--- src/rtl/fetch_decode_stage_if.sv ---
// Fetch/decode stage signal bundle: decode control, instruction memory port and IF/ID slot outputs.
// The perf counter signals exist only when FETCH_PERF_CNT_EN is defined.
interface fetch_decode_stage_if;
    logic        stall;
    logic        branch_taken;
    logic [31:0] branch_target;
    logic        imem_req;
    logic [31:0] imem_addr;
    logic [31:0] imem_data;
    logic        imem_valid;
    logic        valid;
    logic [31:0] pc;
    logic [31:0] instr;
    logic [3:0]  opcode;
    logic [19:0] imm;
    logic        extend_select;
`ifdef FETCH_PERF_CNT_EN
    logic [15:0] stall_cnt;
    logic [15:0] flush_cnt;
`endif

    modport master (
`ifdef FETCH_PERF_CNT_EN
        output stall_cnt,
        output flush_cnt,
`endif
        input  stall,
        input  branch_taken,
        input  branch_target,
        output imem_req,
        output imem_addr,
        input  imem_data,
        input  imem_valid,
        output valid,
        output pc,
        output instr,
        output opcode,
        output imm,
        output extend_select
    );

    modport slave (
`ifdef FETCH_PERF_CNT_EN
        input  stall_cnt,
        input  flush_cnt,
`endif
        output stall,
        output branch_taken,
        output branch_target,
        input  imem_req,
        input  imem_addr,
        output imem_data,
        output imem_valid,
        input  valid,
        input  pc,
        input  instr,
        input  opcode,
        input  imm,
        input  extend_select
    );
endinterface

--- src/rtl/fetch_decode_stage.sv ---
// Instruction fetch front end with one outstanding imem request, one-entry skid buffer and IF/ID slot.
// Optional stall/flush performance counters are built when FETCH_PERF_CNT_EN is defined.
module fetch_decode_stage #(
    parameter logic [31:0] RESET_PC = 32'h0000_0000
) (
    input logic                  clk,
    input logic                  rst,
    fetch_decode_stage_if.master fd
);

    typedef enum logic [1:0] {
        ST_IDLE  = 2'd0,
        ST_WAIT  = 2'd1,
        ST_DRAIN = 2'd2
    } state_t;

    state_t      state_r;
    state_t      state_nxt_s;
    logic [31:0] fpc_r;
    logic [31:0] ipc_r;
    logic        skid_valid_r;
    logic [31:0] skid_instr_r;
    logic [31:0] skid_pc_r;
    logic        valid_r;
    logic [31:0] instr_r;
    logic [31:0] pc_r;

    logic        slot_free_s;
    logic        accept_s;
    logic        to_slot_s;
    logic        issue_s;

    // FSM state register
    always_ff @(posedge clk) begin
        if (!rst) begin
            state_r <= ST_IDLE;
        end else begin
            state_r <= state_nxt_s;
        end
    end

    // Issue decision and next-state logic; a flush suppresses issue and drops any return
    always_comb begin
        slot_free_s = !valid_r || !fd.stall;
        accept_s    = (state_r == ST_WAIT) && fd.imem_valid && !fd.branch_taken;
        to_slot_s   = accept_s && slot_free_s && !skid_valid_r;
        issue_s     = rst && !fd.branch_taken && !skid_valid_r &&
                      ((state_r == ST_IDLE) || to_slot_s);
        state_nxt_s = state_r;
        case (state_r)
            ST_IDLE: begin
                if (issue_s) begin
                    state_nxt_s = ST_WAIT;
                end else begin
                    state_nxt_s = ST_IDLE;
                end
            end
            ST_WAIT: begin
                if (fd.branch_taken) begin
                    state_nxt_s = fd.imem_valid ? ST_IDLE : ST_DRAIN;
                end else if (fd.imem_valid) begin
                    state_nxt_s = issue_s ? ST_WAIT : ST_IDLE;
                end else begin
                    state_nxt_s = ST_WAIT;
                end
            end
            ST_DRAIN: begin
                if (fd.imem_valid) begin
                    state_nxt_s = ST_IDLE;
                end else begin
                    state_nxt_s = ST_DRAIN;
                end
            end
            default: begin
                state_nxt_s = ST_IDLE;
            end
        endcase
    end

    // Fetch PC, issued-PC tag, skid buffer and IF/ID slot
    always_ff @(posedge clk) begin
        if (!rst) begin
            fpc_r        <= RESET_PC;
            ipc_r        <= 32'h0000_0000;
            skid_valid_r <= 1'b0;
            skid_instr_r <= 32'h0000_0000;
            skid_pc_r    <= 32'h0000_0000;
            valid_r      <= 1'b0;
            instr_r      <= 32'h0000_0000;
            pc_r         <= 32'h0000_0000;
        end else begin
            if (fd.branch_taken) begin
                fpc_r <= fd.branch_target;
            end else if (issue_s) begin
                fpc_r <= fpc_r + 32'd4;
            end
            if (issue_s) begin
                ipc_r <= fpc_r;
            end

            // A return the slot cannot take parks in the skid; the skid always drains first
            if (fd.branch_taken) begin
                skid_valid_r <= 1'b0;
            end else if (accept_s && !to_slot_s && !skid_valid_r) begin
                skid_valid_r <= 1'b1;
                skid_instr_r <= fd.imem_data;
                skid_pc_r    <= ipc_r;
            end else if (slot_free_s) begin
                skid_valid_r <= 1'b0;
            end

            if (fd.branch_taken) begin
                valid_r <= 1'b0;
            end else if (slot_free_s) begin
                if (skid_valid_r) begin
                    valid_r <= 1'b1;
                    instr_r <= skid_instr_r;
                    pc_r    <= skid_pc_r;
                end else if (to_slot_s) begin
                    valid_r <= 1'b1;
                    instr_r <= fd.imem_data;
                    pc_r    <= ipc_r;
                end else begin
                    valid_r <= 1'b0;
                end
            end
        end
    end

    assign fd.imem_req      = issue_s;
    assign fd.imem_addr     = issue_s ? fpc_r : 32'h0000_0000;
    assign fd.valid         = valid_r;
    assign fd.pc            = pc_r;
    assign fd.instr         = instr_r;
    assign fd.opcode        = instr_r[31:28];
    assign fd.imm           = instr_r[19:0];
    assign fd.extend_select = (instr_r[31:30] == 2'b10);

`ifdef FETCH_PERF_CNT_EN
    logic [15:0] stall_cnt_r;
    logic [15:0] flush_cnt_r;

    // Saturating stall and flush event counters
    always_ff @(posedge clk) begin
        if (!rst) begin
            stall_cnt_r <= 16'h0000;
            flush_cnt_r <= 16'h0000;
        end else begin
            if (valid_r && fd.stall && (stall_cnt_r != 16'hFFFF)) begin
                stall_cnt_r <= stall_cnt_r + 16'd1;
            end
            if (fd.branch_taken && (flush_cnt_r != 16'hFFFF)) begin
                flush_cnt_r <= flush_cnt_r + 16'd1;
            end
        end
    end

    assign fd.stall_cnt = stall_cnt_r;
    assign fd.flush_cnt = flush_cnt_r;
`endif

endmodule

--- src/flat_wrapper.sv ---
// flat-port wrapper written by rule: the top's interface ports become plain ports
module fetch_decode_stage_flat 
#(
    parameter logic [31:0] RESET_PC = 32'h0000_0000
)
  (clk, rst, fd_stall, fd_branch_taken, fd_branch_target, fd_imem_req, fd_imem_addr, fd_imem_data, fd_imem_valid, fd_valid, fd_pc, fd_instr, fd_opcode, fd_imm, fd_extend_select);
  fetch_decode_stage_if fd_i ();
  input logic clk;
  input logic rst;
  input wire logic [$bits(fd_i.stall)-1:0] fd_stall;
  input wire logic [$bits(fd_i.branch_taken)-1:0] fd_branch_taken;
  input wire logic [$bits(fd_i.branch_target)-1:0] fd_branch_target;
  output wire logic [$bits(fd_i.imem_req)-1:0] fd_imem_req;
  output wire logic [$bits(fd_i.imem_addr)-1:0] fd_imem_addr;
  input wire logic [$bits(fd_i.imem_data)-1:0] fd_imem_data;
  input wire logic [$bits(fd_i.imem_valid)-1:0] fd_imem_valid;
  output wire logic [$bits(fd_i.valid)-1:0] fd_valid;
  output wire logic [$bits(fd_i.pc)-1:0] fd_pc;
  output wire logic [$bits(fd_i.instr)-1:0] fd_instr;
  output wire logic [$bits(fd_i.opcode)-1:0] fd_opcode;
  output wire logic [$bits(fd_i.imm)-1:0] fd_imm;
  output wire logic [$bits(fd_i.extend_select)-1:0] fd_extend_select;
  assign fd_i.stall = fd_stall;
  assign fd_i.branch_taken = fd_branch_taken;
  assign fd_i.branch_target = fd_branch_target;
  assign fd_imem_req = fd_i.imem_req;
  assign fd_imem_addr = fd_i.imem_addr;
  assign fd_i.imem_data = fd_imem_data;
  assign fd_i.imem_valid = fd_imem_valid;
  assign fd_valid = fd_i.valid;
  assign fd_pc = fd_i.pc;
  assign fd_instr = fd_i.instr;
  assign fd_opcode = fd_i.opcode;
  assign fd_imm = fd_i.imm;
  assign fd_extend_select = fd_i.extend_select;
  fetch_decode_stage #(.RESET_PC(RESET_PC)) u_core (.clk(clk), .rst(rst), .fd(fd_i));
endmodule
--- config.mk ---
export PLATFORM = sky130hd
export DESIGN_NAME = fetch_decode_stage_flat
export DESIGN_NICKNAME = d
export VERILOG_FILES = /design/src/rtl/fetch_decode_stage_if.sv /design/src/rtl/fetch_decode_stage.sv /design/src/flat_wrapper.sv
export SDC_FILE = /design/constraint.sdc
export NUM_CORES = 1
export LEC_CHECK = 0
export CELL_PAD_IN_SITES_DETAIL_PLACEMENT = 0
export CELL_PAD_IN_SITES_GLOBAL_PLACEMENT = 1
export CORE_MARGIN = 2
export CORE_UTILIZATION = 37
export DETAILED_ROUTE_END_ITERATION = 7
export GPL_ROUTABILITY_DRIVEN = 1
export PLACE_DENSITY = 0.83
export SLEW_MARGIN = 20
export SYNTH_ARGS = -nofsm -noshare
export SYNTH_HDL_FRONTEND = slang
export SYNTH_SLANG_ARGS = --single-unit
--- constraint.sdc ---
create_clock -name clk -period 3.6 [get_ports clk]
set_input_delay 0.9 -clock clk [delete_from_list [all_inputs] [get_ports clk]]
set_output_delay 0.9 -clock clk [all_outputs]
set_load 0.1 [all_outputs]
# Word-level counts from Yosys, hierarchy flattened
# Index checks and enable logic that the tools add are counted.
[classes]
add_sub_neg = 1
n_eq_ne = 3
mux = 16
bitwise = 2
n_reduce_logical = 23
[op_table]
columns = ["cell", "count"]
rows = [
  ["two-way mux 32 bit", 7],
  ["adder 32 x 3 -> 32 bit, second input constant", 1],
  ["logical AND 1 bit", 9],
  ["two-way mux 2 bit", 3],
  ["case mux 2 bit (3 select lines)", 1],
  ["nonzero test 2 bit", 3],
  ["logical NOT 1 bit", 5],
  ["two-way mux 1 bit", 5],
  ["== test 2 bit, second input constant", 2],
  ["AND reduction 3 bit", 1],
  ["== test 2 x 1 -> 1 bit, second input constant", 1],
  ["logical NOT 2 bit", 1],
  ["logical OR 1 bit", 2],
  ["NOT 1 bit", 2],
  ["AND reduction 2 bit", 1],
  ["OR reduction 2 bit", 1],
]
[word_totals]
reg_bits = 196
out_inout_bits = 123
word_cells = 54

# Longest topological paths before layout
# Gate-level depths: netlist of run 1.
[logic_depth]
word_depth = 11
mapped_depth = 9
depth_no_buf = 7

# Worst setup path after synthesis of run 1
# No wires, ideal clock.
[synth_timing]
path_kind = "in2out"
from = "in fd_branch_taken"
to = "out fd_imem_addr[20]"
arrival_time_ns = 3.212
required_time_ns = 2.700
path_slack_ns = -0.512
stages = 8
path_buffers = 3
path_cell_list = "buf_2 nand2b_1 a2111o_1 inv_2 buf_2 buf_2 nand2_1 inv_1"
[synth_between]
elab_chain_cells = 7
word_cells_on_any_way = 9
[synth_rtl]
columns = ["item", "line_no", "source"]
rows = [
  ["start: declaration", "flat_wrapper.sv:11", "input wire logic [$bits(fd_i.branch_taken)-1:0] fd_branch_taken;"],
  ["logical NOT 1 bit (*)", "fetch_decode_stage.sv:45, fetch_decode_stage.sv:47", ""],
  ["logical AND 1 bit", "fetch_decode_stage.sv:45", "accept_s = (state_r == ST_WAIT) && fd.imem_valid && !fd.branch_taken;"],
  ["logical AND 1 bit (2 in a row)", "fetch_decode_stage.sv:46", "to_slot_s = accept_s && slot_free_s && !skid_valid_r;"],
  ["logical OR 1 bit", "fetch_decode_stage.sv:48", "((state_r == ST_IDLE) || to_slot_s);"],
  ["logical AND 1 bit (*)", "fetch_decode_stage.sv:47", "issue_s = rst && !fd.branch_taken && !skid_valid_r &&"],
  ["net fd_imem_req", "flat_wrapper.sv:13", "output wire logic [$bits(fd_i.imem_req)-1:0] fd_imem_req;"],
  ["two-way mux 32 bit (*)", "fetch_decode_stage.sv:131", "assign fd.imem_addr = issue_s ? fpc_r : 32'h0000_0000;"],
  ["end: declaration", "flat_wrapper.sv:14", "output wire logic [$bits(fd_i.imem_addr)-1:0] fd_imem_addr;"],
]
# Mark *: on every way through the listed nets, which the timed path passes. The rest lies on a longest branch.

# Worst setup path after layout of run 1
[layout_timing]
from = "in fd_stall"
to = "out fd_imem_addr[8]"
[layout_between]
elab_chain_cells = 7
[layout_rtl]
columns = ["item", "line_no", "source"]
rows = [
  ["start: declaration", "flat_wrapper.sv:10", "input wire logic [$bits(fd_i.stall)-1:0] fd_stall;"],
  ["logical NOT 1 bit", "fetch_decode_stage.sv:44", "slot_free_s = !valid_r || !fd.stall;"],
  ["logical OR 1 bit", "fetch_decode_stage.sv:44", ""],
  ["logical AND 1 bit (2 in a row)", "fetch_decode_stage.sv:46", ""],
  ["logical OR 1 bit", "fetch_decode_stage.sv:48", ""],
  ["logical AND 1 bit", "fetch_decode_stage.sv:47", ""],
  ["two-way mux 32 bit", "fetch_decode_stage.sv:131", ""],
]
# No other way between the ends.

==> flow_metrics.tcl, run 1 <==
set metrics [dict create \
    outcome "finished clean" \
    synth-seq-area-share_pct 47.2 \
    p_per_area_nw_per_um2 417 \
    synth_top_area_cell "dfxtp_1" \
    r2r_start "u_core.fd.valid$_SDFFE_PP0P_" \
    ys_warn_count 0 \
    fin_util_pct 53.0 \
    cts-root-buf "clkbuf_16" \
    setup_violations 0 \
    synth_nets 1082 \
    ir_drop_v 0.000255 \
    worstMarginPinSlew_ns 0.973 \
    rsz0062_at_grt "true" \
    routedWlPerCell_um 15.2 \
    hpwl_mm 14.9 \
    crit_start "fd_stall" \
    clk_latency_ns 0.43 \
    drt-vias-per-instance 4.96 \
    ys.flop_type "dfxtp_1" \
    fin_ws_ns 0.0494 \
    synth_cell_types 48 \
    reg2reg_to "u_core.fpc_r[11]$_SDFFE_PN0P_" \
    drcViolationCount 0 \
    design_area_um2 11600 \
    endpoint_kind "primary output" \
    fmax_mhz 282 \
    yosys.area.top_type_share_pct 47.2 \
    finalMaxSlewViolations 0 \
    drt_iter0_drc 405 \
    maxSlewHeadroom_pct 35.0 \
    hold_viol_final 0 \
    vias 7307 \
    wirelength_mm 22.4 \
    synth_cells 1012 \
    cts_made_buffers 17 \
    synth-async-reset-ratio_pct 0 \
    nets 1251 \
    skew_ns 0.0136 \
    place_ws_ns -0.144 \
    r2r.worst_path.cells 9 \
    first_global_vias 6726 \
    grt_start_max_net_pins 94 \
    maxCapViolCount 0 \
    grt_pass1_wl_mm 36.1 \
    leakagePower_nw 3.93 \
    critPathCapture "fd_imem_addr[8]" \
    ys_top_cells_by_area "dfxtp_1 47%, nand2_1 9.6%, mux2i_1 8.4%" \
    worst-setup-path-type "in -> out" \
    pin_count 192 \
    synth_common_cells "213 x nand2_1, 196 x dfxtp_1, 123 x a21oi_1" \
    dieArea_um2 23700 \
    synth_edf_count 0 \
    htreeDepth 4 \
    ys_seq_elements 196 \
    cp_max_fo 10 \
    core-area_um2 22000 \
    power_mw 4.85 \
    initial_core_util_pct 37.9 \
    grt_antenna_before_repair 0 \
    layout_min_cycle_time_ns 3.55 \
    cts_hold_buf 0 \
    reg2reg_slack_ns 1.15 \
    yosysMostFrequentCell "nand2_1" \
    clk_pin_slew_ns 0.07 \
    gp_congestion 0.776 \
    avgSynthCellArea_um2 8.22 \
    crit_required_ns 2.70 \
    io_buffers 191 \
    period_share_pct 98.6 \
    antenna_cells 0 \
    clock_path_buffers 2 \
    cts_sinks 196 \
    critical_path_arrival_ns 2.65 \
    startpoint_type "primary input" \
    fp.dieW_um 154 \
    overflow 0 \
    detail-route-antenna-nets 0 \
    area_growth_pct 40.0 \
    drive_gt1_share_pct 18.6 \
    min_path_type "reg -> reg" \
    syn_area_um2 8320 \
    placed_cell_area_um2 10900 \
    num_rows 54 \
    first_pass_iters 5 \
    die_h_um 154 \
    cts_tree "built" \
    track_usage_pct 18.9 \
]
==> registers in the layout (all words and copies together), names as in the netlist, 2 cells and up <==
signal,flops
u_core.ipc_r,32
u_core.fd.pc,32
u_core.skid_pc_r,32
u_core.state_r,2
u_core.skid_instr_r,32
u_core.fpc_r,32
u_core.fd.instr,32
==> how the worst min path moves through the flow <==
stage,start,end,slack [ns],cells after the start
6_report,u_core.skid_pc_r[25]$_SDFFE_PN0P_,u_core.skid_pc_r[25]$_SDFFE_PN0P_,0.45,2
3_5_place_dp,u_core.skid_instr_r[10]$_SDFFE_PN0P_,u_core.skid_instr_r[10]$_SDFFE_PN0P_,0.45,2
4_1_cts,u_core.skid_pc_r[24]$_SDFFE_PN0P_,u_core.skid_pc_r[24]$_SDFFE_PN0P_,0.46,2
2_1_floorplan,u_core.skid_instr_r[0]$_SDFFE_PN0P_,u_core.skid_instr_r[0]$_SDFFE_PN0P_,0.44,2
5_1_grt,u_core.skid_instr_r[10]$_SDFFE_PN0P_,u_core.skid_instr_r[10]$_SDFFE_PN0P_,0.47,2
3_3_place_gp,u_core.skid_instr_r[5]$_SDFFE_PN0P_,u_core.skid_instr_r[5]$_SDFFE_PN0P_,0.44,2
==> routing by layer <==
metal | vias up | share of wire (%) | wire length (um) | global-route usage (%)
met3 | 16 | 4.8 | 1070 | 3.95
met4 | 0 | 0.97 | 217 | 4.98
met1 | 3336 | 50 | 11200 | 27.0
met5 | - | 0 | 0 | 0
met2 | 182 | 45 | 9990 | 29.1
li1 | 3773 | - | - | -
==> through the flow <==
stage / hold WS (ns) / TNS, ns / cells
after CTS: 0.455 / 0 / 1474
after global placement: 0.441 / -3.74 / 1435
final: 0.454 / 0 / 1474
after detailed placement: 0.446 / -3.91 / 1435
after floorplan: 0.436 / -1.02 / 1012
after global routing: 0.468 / -0.0492 / 1474
==> placed cells by master, fill, tap and decap left out, types with 4 or more instances in the layout <==
cell               n
a22oi_1            7
nand3_1           13
a31oi_1            5
buf_4             92
buf_12            40
inv_8              4
nand2b_1           5
inv_2              5
nor4_1             5
a21oi_1          123
nand2_1          201
nand4_1           14
a32oi_1            4
inv_1             11
a2bb2oi_1          5
a211oi_1          64
nor2_1            87
clkdlybuf4s50_1  110
mux2i_1           70
nand3b_1           6
inv_6              4
clkinvlp_4        28
nand2_2           12
nor3_1             5
dfxtp_1          195
clkbuf_16         17
o21ai_0           11
==> kinds of logic after synthesis <==
group	count (synthesis)	synth area share (%)
buffers and inverters	143	7.84
and+or+nand+nor	361	18.2
AOI/OAI and AO/OA	236	17.6
adders and majority gates	1	0.150
DFF	196	47.2
xor gates and xnor gates	3	0.316
muxes	72	8.74
==> critical path: stages <==
cell and delay [ns]:
dlygate4sd2_1 0.24, a21bo_1 0.17, a2111o_2 0.48, inv_4 0.10, buf_12 0.10, bufbuf_16 0.27, nand2_1 0.11, clkinvlp_4 0.11
buf_12 0.16
==> what timing repair did <==
action,CTS,global route
resized for setup,7,17
endpoints found under the hold margin,0,0
buffers inserted,4,1
gates cloned,3,0
pin swaps,2,0
setup endpoints to repair,33,26
==> layout make-up <==
type,instances,area [um2]
clock buffers,18,439
clock inverters,14,165
fillers,2011,10300
inverters,44,270
multi-input cells,673,3790
flip-flops and latches,196,3930
well taps,280,350
repair buffers,249,2700
==> where the power goes <==
group	internal (mW)	switching (mW)	leakage (nW)	total, mW
Sequential	2.21	0.0519	1.59	2.26
Combinational	0.231	0.399	2.05	0.629
Clock	1.07	0.892	0.295	1.96
Total	3.51	1.34	3.93	4.85
Note: power is estimated with default switching activity, not from simulation.
==> inputs of run 2 (changes only) <==
--- a/config.mk
+++ b/config.mk
@@ -9,6 +9,7 @@
 export CELL_PAD_IN_SITES_GLOBAL_PLACEMENT = 1
 export CORE_MARGIN = 2
 export CORE_UTILIZATION = 37
+export CTS_CLUSTER_DIAMETER = 200
 export DETAILED_ROUTE_END_ITERATION = 7
 export GPL_ROUTABILITY_DRIVEN = 1
 export PLACE_DENSITY = 0.83
==> results of run 2 <==
Same layout as run 1: the final DEF is identical, and so are final timing and power.
